**src/rtl/memory_axil_arbiter_if.sv**
```systemverilog
// memory_axil_arbiter_if: AXI-Lite bus between the arbiter (master) and the shared RAM (slave).
interface memory_axil_arbiter_if #(
    parameter int ADDR_WIDTH = 16,
    parameter int DATA_WIDTH = 32
);
    logic [ADDR_WIDTH-1:0]   araddr;
    logic                    arvalid;
    logic                    arready;
    logic [DATA_WIDTH-1:0]   rdata;
    logic [1:0]              rresp;
    logic                    rvalid;
    logic                    rready;
    logic [ADDR_WIDTH-1:0]   awaddr;
    logic                    awvalid;
    logic                    awready;
    logic [DATA_WIDTH-1:0]   wdata;
    logic [DATA_WIDTH/8-1:0] wstrb;
    logic                    wvalid;
    logic                    wready;
    logic [1:0]              bresp;
    logic                    bvalid;
    logic                    bready;

    modport master (
        output araddr, arvalid, rready, awaddr, awvalid, wdata, wstrb, wvalid, bready,
        input  arready, rdata, rresp, rvalid, awready, wready, bresp, bvalid
    );

    modport slave (
        input  araddr, arvalid, rready, awaddr, awvalid, wdata, wstrb, wvalid, bready,
        output arready, rdata, rresp, rvalid, awready, wready, bresp, bvalid
    );
endinterface

```
**src/rtl/memory_axil_arbiter.sv**
```systemverilog
// memory_axil_arbiter: shares one AXI-Lite RAM between the fetch (read-only) and data ports.
// Define MEMORY_ARBITER_ROUND_ROBIN_EN for round-robin; otherwise data has fixed priority.
module memory_axil_arbiter #(
    parameter int ADDR_WIDTH = 16,
    parameter int DATA_WIDTH = 32
) (
    input  logic                    i_Clock,
    input  logic                    i_Reset_n,
    input  logic                    i_Fetch_Req,
    input  logic [31:0]             i_Fetch_Addr,
    output logic [DATA_WIDTH-1:0]   o_Fetch_RData,
    output logic                    o_Fetch_Done,
    input  logic                    i_Data_Req,
    input  logic                    i_Data_Write,
    input  logic [31:0]             i_Data_Addr,
    input  logic [DATA_WIDTH-1:0]   i_Data_WData,
    input  logic [DATA_WIDTH/8-1:0] i_Data_WStrb,
    output logic [DATA_WIDTH-1:0]   o_Data_RData,
    output logic                    o_Data_Done,
    output logic                    o_Err,
    memory_axil_arbiter_if.master   axil
);
    typedef enum logic [2:0] {S_IDLE, S_AR, S_R, S_AWW, S_B, S_DONE} state_t;

    state_t                  r_State, w_Next;
    logic                    r_Grant;
    logic [ADDR_WIDTH-1:0]   r_Addr;
    logic [DATA_WIDTH-1:0]   r_WData;
    logic [DATA_WIDTH/8-1:0] r_WStrb;
    logic                    r_AW_Ok, r_W_Ok, r_Err;
    logic [DATA_WIDTH-1:0]   r_Fetch_RData, r_Data_RData;
    logic                    w_Any_Req, w_Pick_Data, w_Start;
    logic                    unused_addr_bits;

    assign w_Any_Req = i_Fetch_Req || i_Data_Req;
    assign w_Start = r_State == S_IDLE && w_Any_Req;
    assign unused_addr_bits = ^{i_Fetch_Addr[31:ADDR_WIDTH], i_Data_Addr[31:ADDR_WIDTH]};

`ifdef MEMORY_ARBITER_ROUND_ROBIN_EN
    logic r_Last_Data;
    assign w_Pick_Data = i_Data_Req && (!i_Fetch_Req || !r_Last_Data);
    always_ff @(posedge i_Clock or negedge i_Reset_n) begin
        if (!i_Reset_n)
            r_Last_Data <= 1'b0;
        else if (w_Start)
            r_Last_Data <= w_Pick_Data;
    end
`else
    assign w_Pick_Data = i_Data_Req;
`endif

    always_ff @(posedge i_Clock or negedge i_Reset_n) begin
        if (!i_Reset_n)
            r_State <= S_IDLE;
        else
            r_State <= w_Next;
    end

    always_comb begin
        w_Next = r_State;
        axil.arvalid = 1'b0;
        axil.rready = 1'b0;
        axil.awvalid = 1'b0;
        axil.wvalid = 1'b0;
        axil.bready = 1'b0;
        o_Fetch_Done = 1'b0;
        o_Data_Done = 1'b0;
        case (r_State)
            S_IDLE: w_Next = !w_Any_Req ? S_IDLE : (w_Pick_Data && i_Data_Write) ? S_AWW : S_AR;
            S_AR: begin
                axil.arvalid = 1'b1;
                w_Next = axil.arready ? S_R : S_AR;
            end
            S_R: begin
                axil.rready = 1'b1;
                w_Next = axil.rvalid ? S_DONE : S_R;
            end
            S_AWW: begin
                axil.awvalid = !r_AW_Ok;
                axil.wvalid = !r_W_Ok;
                w_Next = ((r_AW_Ok || axil.awready) && (r_W_Ok || axil.wready)) ? S_B : S_AWW;
            end
            S_B: begin
                axil.bready = 1'b1;
                w_Next = axil.bvalid ? S_DONE : S_B;
            end
            S_DONE: begin
                o_Fetch_Done = !r_Grant;
                o_Data_Done = r_Grant;
                w_Next = S_IDLE;
            end
            default: w_Next = S_IDLE;
        endcase
    end

    always_ff @(posedge i_Clock or negedge i_Reset_n) begin
        if (!i_Reset_n) begin
            r_Grant <= 1'b0;
            r_Addr <= '0;
            r_WData <= '0;
            r_WStrb <= '0;
            r_AW_Ok <= 1'b0;
            r_W_Ok <= 1'b0;
            r_Err <= 1'b0;
            r_Fetch_RData <= '0;
            r_Data_RData <= '0;
        end else begin
            if (w_Start) begin
                r_Grant <= w_Pick_Data;
                r_Addr <= w_Pick_Data ? i_Data_Addr[ADDR_WIDTH-1:0] : i_Fetch_Addr[ADDR_WIDTH-1:0];
                r_WData <= i_Data_WData;
                r_WStrb <= i_Data_WStrb;
                r_AW_Ok <= 1'b0;
                r_W_Ok <= 1'b0;
            end
            if (r_State == S_AWW && axil.awready)
                r_AW_Ok <= 1'b1;
            if (r_State == S_AWW && axil.wready)
                r_W_Ok <= 1'b1;
            if (r_State == S_R && axil.rvalid && r_Grant)
                r_Data_RData <= axil.rdata;
            if (r_State == S_R && axil.rvalid && !r_Grant)
                r_Fetch_RData <= axil.rdata;
            // error responses are recorded but never abort the transaction
            if ((r_State == S_R && axil.rvalid && axil.rresp != 2'b00) ||
                (r_State == S_B && axil.bvalid && axil.bresp != 2'b00))
                r_Err <= 1'b1;
        end
    end

    assign axil.araddr = r_Addr;
    assign axil.awaddr = r_Addr;
    assign axil.wdata = r_WData;
    assign axil.wstrb = r_WStrb;
    assign o_Fetch_RData = r_Fetch_RData;
    assign o_Data_RData = r_Data_RData;
    assign o_Err = r_Err;
endmodule

```
**src/flat_wrapper.sv**
```systemverilog
// flat-port wrapper written by rule: the top's interface ports become plain ports
module memory_axil_arbiter_flat 
#(
    parameter int ADDR_WIDTH = 16,
    parameter int DATA_WIDTH = 32
)
  (i_Clock, i_Reset_n, i_Fetch_Req, i_Fetch_Addr, o_Fetch_RData, o_Fetch_Done, i_Data_Req, i_Data_Write, i_Data_Addr, i_Data_WData, i_Data_WStrb, o_Data_RData, o_Data_Done, o_Err, axil_araddr, axil_arvalid, axil_rready, axil_awaddr, axil_awvalid, axil_wdata, axil_wstrb, axil_wvalid, axil_bready, axil_arready, axil_rdata, axil_rresp, axil_rvalid, axil_awready, axil_wready, axil_bresp, axil_bvalid);
  memory_axil_arbiter_if #(.ADDR_WIDTH(ADDR_WIDTH), .DATA_WIDTH(DATA_WIDTH)) axil_i ();
  input  logic i_Clock;
  input  logic i_Reset_n;
  input  logic i_Fetch_Req;
  input  logic [31:0] i_Fetch_Addr;
  output logic [DATA_WIDTH-1:0] o_Fetch_RData;
  output logic o_Fetch_Done;
  input  logic i_Data_Req;
  input  logic i_Data_Write;
  input  logic [31:0] i_Data_Addr;
  input  logic [DATA_WIDTH-1:0] i_Data_WData;
  input  logic [DATA_WIDTH/8-1:0] i_Data_WStrb;
  output logic [DATA_WIDTH-1:0] o_Data_RData;
  output logic o_Data_Done;
  output logic o_Err;
  output wire logic [$bits(axil_i.araddr)-1:0] axil_araddr;
  output wire logic [$bits(axil_i.arvalid)-1:0] axil_arvalid;
  output wire logic [$bits(axil_i.rready)-1:0] axil_rready;
  output wire logic [$bits(axil_i.awaddr)-1:0] axil_awaddr;
  output wire logic [$bits(axil_i.awvalid)-1:0] axil_awvalid;
  output wire logic [$bits(axil_i.wdata)-1:0] axil_wdata;
  output wire logic [$bits(axil_i.wstrb)-1:0] axil_wstrb;
  output wire logic [$bits(axil_i.wvalid)-1:0] axil_wvalid;
  output wire logic [$bits(axil_i.bready)-1:0] axil_bready;
  input wire logic [$bits(axil_i.arready)-1:0] axil_arready;
  input wire logic [$bits(axil_i.rdata)-1:0] axil_rdata;
  input wire logic [$bits(axil_i.rresp)-1:0] axil_rresp;
  input wire logic [$bits(axil_i.rvalid)-1:0] axil_rvalid;
  input wire logic [$bits(axil_i.awready)-1:0] axil_awready;
  input wire logic [$bits(axil_i.wready)-1:0] axil_wready;
  input wire logic [$bits(axil_i.bresp)-1:0] axil_bresp;
  input wire logic [$bits(axil_i.bvalid)-1:0] axil_bvalid;
  assign axil_araddr = axil_i.araddr;
  assign axil_arvalid = axil_i.arvalid;
  assign axil_rready = axil_i.rready;
  assign axil_awaddr = axil_i.awaddr;
  assign axil_awvalid = axil_i.awvalid;
  assign axil_wdata = axil_i.wdata;
  assign axil_wstrb = axil_i.wstrb;
  assign axil_wvalid = axil_i.wvalid;
  assign axil_bready = axil_i.bready;
  assign axil_i.arready = axil_arready;
  assign axil_i.rdata = axil_rdata;
  assign axil_i.rresp = axil_rresp;
  assign axil_i.rvalid = axil_rvalid;
  assign axil_i.awready = axil_awready;
  assign axil_i.wready = axil_wready;
  assign axil_i.bresp = axil_bresp;
  assign axil_i.bvalid = axil_bvalid;
  memory_axil_arbiter #(.ADDR_WIDTH(ADDR_WIDTH), .DATA_WIDTH(DATA_WIDTH)) u_core (.i_Clock(i_Clock), .i_Reset_n(i_Reset_n), .i_Fetch_Req(i_Fetch_Req), .i_Fetch_Addr(i_Fetch_Addr), .o_Fetch_RData(o_Fetch_RData), .o_Fetch_Done(o_Fetch_Done), .i_Data_Req(i_Data_Req), .i_Data_Write(i_Data_Write), .i_Data_Addr(i_Data_Addr), .i_Data_WData(i_Data_WData), .i_Data_WStrb(i_Data_WStrb), .o_Data_RData(o_Data_RData), .o_Data_Done(o_Data_Done), .o_Err(o_Err), .axil(axil_i));
endmodule
```
**config.mk**
```make
export PLATFORM = sky130hd
export DESIGN_NAME = memory_axil_arbiter_flat
export DESIGN_NICKNAME = d
export VERILOG_FILES = /design/src/rtl/memory_axil_arbiter_if.sv /design/src/rtl/memory_axil_arbiter.sv /design/src/flat_wrapper.sv
export SDC_FILE = /design/constraint.sdc
export NUM_CORES = 1
export LEC_CHECK = 0
export BUFFER_PORTS_ARGS = -buffer_cell sky130_fd_sc_hd__buf_2
export CORE_AREA = 2 2 124 96
export DETAILED_ROUTE_END_ITERATION = 10
export DIE_AREA = 0 0 126 98
export PLACE_DENSITY = 0.8
export SLEW_MARGIN = 10
export SYNTH_ARGS = -nofsm -noshare
export SYNTH_HDL_FRONTEND = slang
export SYNTH_SLANG_ARGS = --single-unit
```
**constraint.sdc**
```tcl
create_clock -name i_Clock -period 3.4 [get_ports i_Clock]
set_input_delay 0.17 -clock i_Clock [delete_from_list [all_inputs] [get_ports i_Clock]]
set_output_delay 0.17 -clock i_Clock [all_outputs]
set_load 0.005 [all_outputs]
```
==> Implementation_results.wiki <==
{| class="wikitable"
! Metric !! Value
|-
| Top cell type by total area after synthesis || dfrtp_1
|-
| Post-synthesis share of cell area spent on full adders, half adders and majority gates || 0
|-
| Number of diodes || 0
|-
| Reg-to-reg setup timing slack || 1170 ps
|-
| Final Skew || 10.6 ps
|-
| Number of DRC markers after the initial detailed-route iteration || 125
|-
| Routed length per instance || 18.1 microns
|-
| Multi-input gate area in the final layout || roughly 1900 sq um
|-
| Switching part of the total power || 0.306
|-
| Row cnt || 34
|-
| CTS tree || done
|-
| Setup TNS || 0 ps
|-
| Count of cells along the worst hold path || 2
|-
| Final instance area || 7700 sq um
|-
| Post-synthesis area per instance || 16.0 sq um
|-
| Clock period minus final worst setup slack || 2230 ps
|-
| Proportion of synthesized area in mux cells || 0.310
|-
| Post-placement worst setup slack || between 1000 and 1500 ps
|-
| Synthesis-to-layout area growth || 48.3%
|-
| Post-CTS setup buffers || 0
|-
| Number of warnings printed during yosys synthesis || 0
|-
| Routed vias || 3,860
|-
| Cts bufs inserted || 17
|-
| Xor-xnor portion of the synthesized cell area || 0
|-
| Post-placement cell area || 6450 sq um
|-
| Cell total after placement || 693
|-
| Terminating pin of the worst hold path || u_core.axil.wdata[12]
|-
| Critical setup path kind || flop to flop
|-
| Total power draw || 7.16 mW
|-
| Detailed-routing iteration count for the pre-antenna-repair pass || 4
|-
| Number of H-tree branching levels || 4
|-
| Synth Cell Area || 5190 sq um
|-
| # Max-Cap Violations || 0
|-
| DRC violations left || 0
|-
| Pwr Density || 930 nW/um^2
|-
| Synth Flop Type || dfrtp_1
|-
| Count of flip-flops with a built-in enable after synthesis || 0
|-
| Required time of the worst setup path || roughly 3700 ps
|-
| Area share of the largest cell type after synthesis || 0.593
|-
| Worst Slack Setup Final || 1170 ps
|-
| Count of input and output buffers || 253
|-
| Worst min path class || input pin to flop
|-
| Starting density of the core || 0.462
|-
| Clock transition at path regs || 60 ps
|-
| Basic-gate share of the synthesized area counting and, or, nand and nor cells || 0.0270
|-
| Seq. cell area || 3080 sq um
|-
| Synth top cells by count || 123 x dfrtp_1, 54 x mux2_1, 48 x mux2_2
|-
| Grt ovf || 0
|-
| Insertion delay to the later sink of the worst-skew pair || between 400 and 500 ps
|-
| Share of the synthesized area in compound gates (AO/OA/AOI/OAI) || 0.0195
|-
| Routed wire length || 14,200 microns
|-
| Share of cells above drive strength 1 || 0.578
|-
| Switching power || 2.19 mW
|-
| Total internal power || approximately 5.0 mW
|-
| Power share of the clock group || 0.279
|-
| Count of pins on the block boundary || ~290
|-
| Critical R2R Launch || u_core.r_State[2]
|-
| Filler cells || 790
|-
| Maximum clock path buffer count || 2
|-
| Via-per-instance ratio || 4.92
|-
| Combinational family with the most area after synthesis || multiplexers
|-
| Endpoint kind of the worst setup timing path || flop
|-
| Yosys reg bits || 123
|-
| Nets in the synthesized netlist || 471
|-
| Non-Filler Instances || around 780
|-
| VDD IR max || 0.000469 V
|-
| Number of nets in the layout || 774
|-
| Setup repair after global routing missed its margin || no
|-
| Routability congestion estimate from global placement || 0.854
|-
| Maximum clock frequency || between 400 and 500 MHz
|-
| Die area || 12,300 sq um
|-
| GRT Overall Usage || 0.227
|-
| Final Hold Fails || 0
|-
| Most used standard cell by instance count after synthesis || dfrtp_1
|-
| Max Transition Viols Final || 0
|-
| Arr. time, crit path || 2510 ps
|-
| Die W || 126 microns
|-
| Synth top area cells || dfrtp_1 59%, mux2_1 12%, mux2_2 10%, mux2_4 8.7%, buf_4 2.6%
|-
| Capturing point of the worst reg2reg path || u_core.o_Fetch_RData[31]
|-
| Static leakage power || 3.83 nW
|-
| Count of unique library cells instantiated by Yosys || 29
|-
| Outcome || finished clean
|-
| Maximum net fanout on the critical path || 22
|-
| Worst-margin pin slew || 756 ps
|-
| Share of async-settable or async-resettable flops after synthesis || 1.00
|-
| Clock tree sinks || 123
|-
| Cell at the root of the clock tree || clkbuf_16
|-
| First-pass GRT wire length || 21,900 microns
|-
| Vias in the first global route || 4,290
|-
| Maximum number of pins on one net before global-route repair || just under 70
|-
| Hold Crit Start || i_Data_WData[12]
|-
| Sequential share of power || 0.375
|-
| Final worst path period share || 0.655
|-
| Worst R2R Path Depth || 4
|-
| Antenna violations before repair || 0
|-
| Setup violators final || 0
|-
| Part of the total power dissipated in combinational logic || 0.346
|-
| Fraction of the yosys area taken by sequential cells || 0.593
|-
| Placeable core region || about 11,000 sq um
|-
| DPL Wire Length || 8820 microns
|-
| Synth Instances || 325
|-
| Number of nets with antenna violations after routing || 0
|-
| Worst relative slew slack || 0.496
|-
| Die height || slightly below 100 microns
|-
| Element type at the critical path start || flop
|}
## flip-flops by register name, indices dropped and copies added (netlist names), 3 cells and up
signal                count
u_core.axil.araddr       16
u_core.r_State            3
u_core.axil.wdata        32
u_core.o_Data_RData      32
u_core.axil.wstrb         4
u_core.o_Fetch_RData     32
## layout make-up
cell class	count	area share
Multi-Input combinational cell	169	0.240
Clock buffer	18	0.0570
Sequential cell	123	0.400
Timing Repair Buffer	317	0.252
Tap cell	144	0.0234
Clock inverter	13	0.0279
## power groups by stage
| stage | combinational (mW) | sequential, mW | clock (mW) |
|---|---|---|---|
| 4_1_cts | 2.45 | 2.65 | 2.02 |
| 2_1_floorplan | 1.39 | 2.66 | 0 |
| 3_5_place_dp | 2.40 | 2.66 | 0 |
| 5_1_grt | 2.67 | 2.79 | 2.10 |
| 3_3_place_gp | 2.32 | 2.61 | 0 |
| 6_report | 2.48 | 2.69 | 2.00 |
## metrics by stage
stage,hold WS [ps],utilization
after floorplan,-126,-
after global placement,261,0.574
after detailed placement,285,0.574
after CTS,1.02,0.681
after global routing,1.73,0.686
final,14.3,0.686
## worst max-delay path, cell delays in order, from the launching register on
cell	delay, ps
dfrtp_1	520
and4bb_4	440
nor2b_4	490
buf_12	280
mux2_2	350
## layer usage
layer,global-route usage,wire (microns),vias to the layer above,share of wire
met3,0.0597,748,32,0.053
met2,0.406,7420,161,0.52
met5,0,0,-,0
met4,0.0879,528,0,0.037
li1,-,-,1746,-
met1,0.263,5500,1921,0.39
## placed cells by master, fill, tap and decap left out, drive strengths merged, types with 2 or more instances in the layout
master	netlist	routed
a22o	3	3
a32oi	2	2
buf	32	257
bufinv	0	5
clkbuf	1	18
clkinv	0	5
dfrtp	123	123
dlygate4sd3	0	60
inv	0	2
mux2	132	132
nand2	3	3
nand3b	2	2
nor2	6	6
nor2b	4	4
o21ai	3	3
o22ai	2	2
## worst max-delay path by stage
stage | startpoint | end | slack [ps] | cells past startpoint
after floorplan | u_core.r_State[1] | u_core.axil.araddr[0] | 1790 | 6
after global placement | u_core.r_State[2] | u_core.o_Fetch_RData[31] | 1210 | 4
after detailed placement | u_core.r_State[2] | u_core.o_Fetch_RData[31] | 1180 | 4
after CTS | u_core.r_State[2] | u_core.o_Fetch_RData[31] | 1170 | 4
after global routing | u_core.r_State[2] | u_core.axil.wdata[14] | 1080 | 4
final | u_core.r_State[2] | u_core.o_Fetch_RData[31] | 1170 | 4
## what timing repair did
| item | CTS | global route |
|---|---|---|
| resized for setup | 0 | 0 |
| hold buffers | 55 | 5 |
| endpoints found under the hold margin | 111 | 5 |
## cells by family (layout without fill, tap and decap cells)
kind of cell / count (synthesis) / count (layout)
muxes: 133 / 133
DFF: 123 / 123
buffers and inverters: 33 / 348
and+or+nand+nor: 22 / 22
AOI/OAI and AO/OA: 14 / 14
No activity file was read; power rests on OpenSTA's default activity.
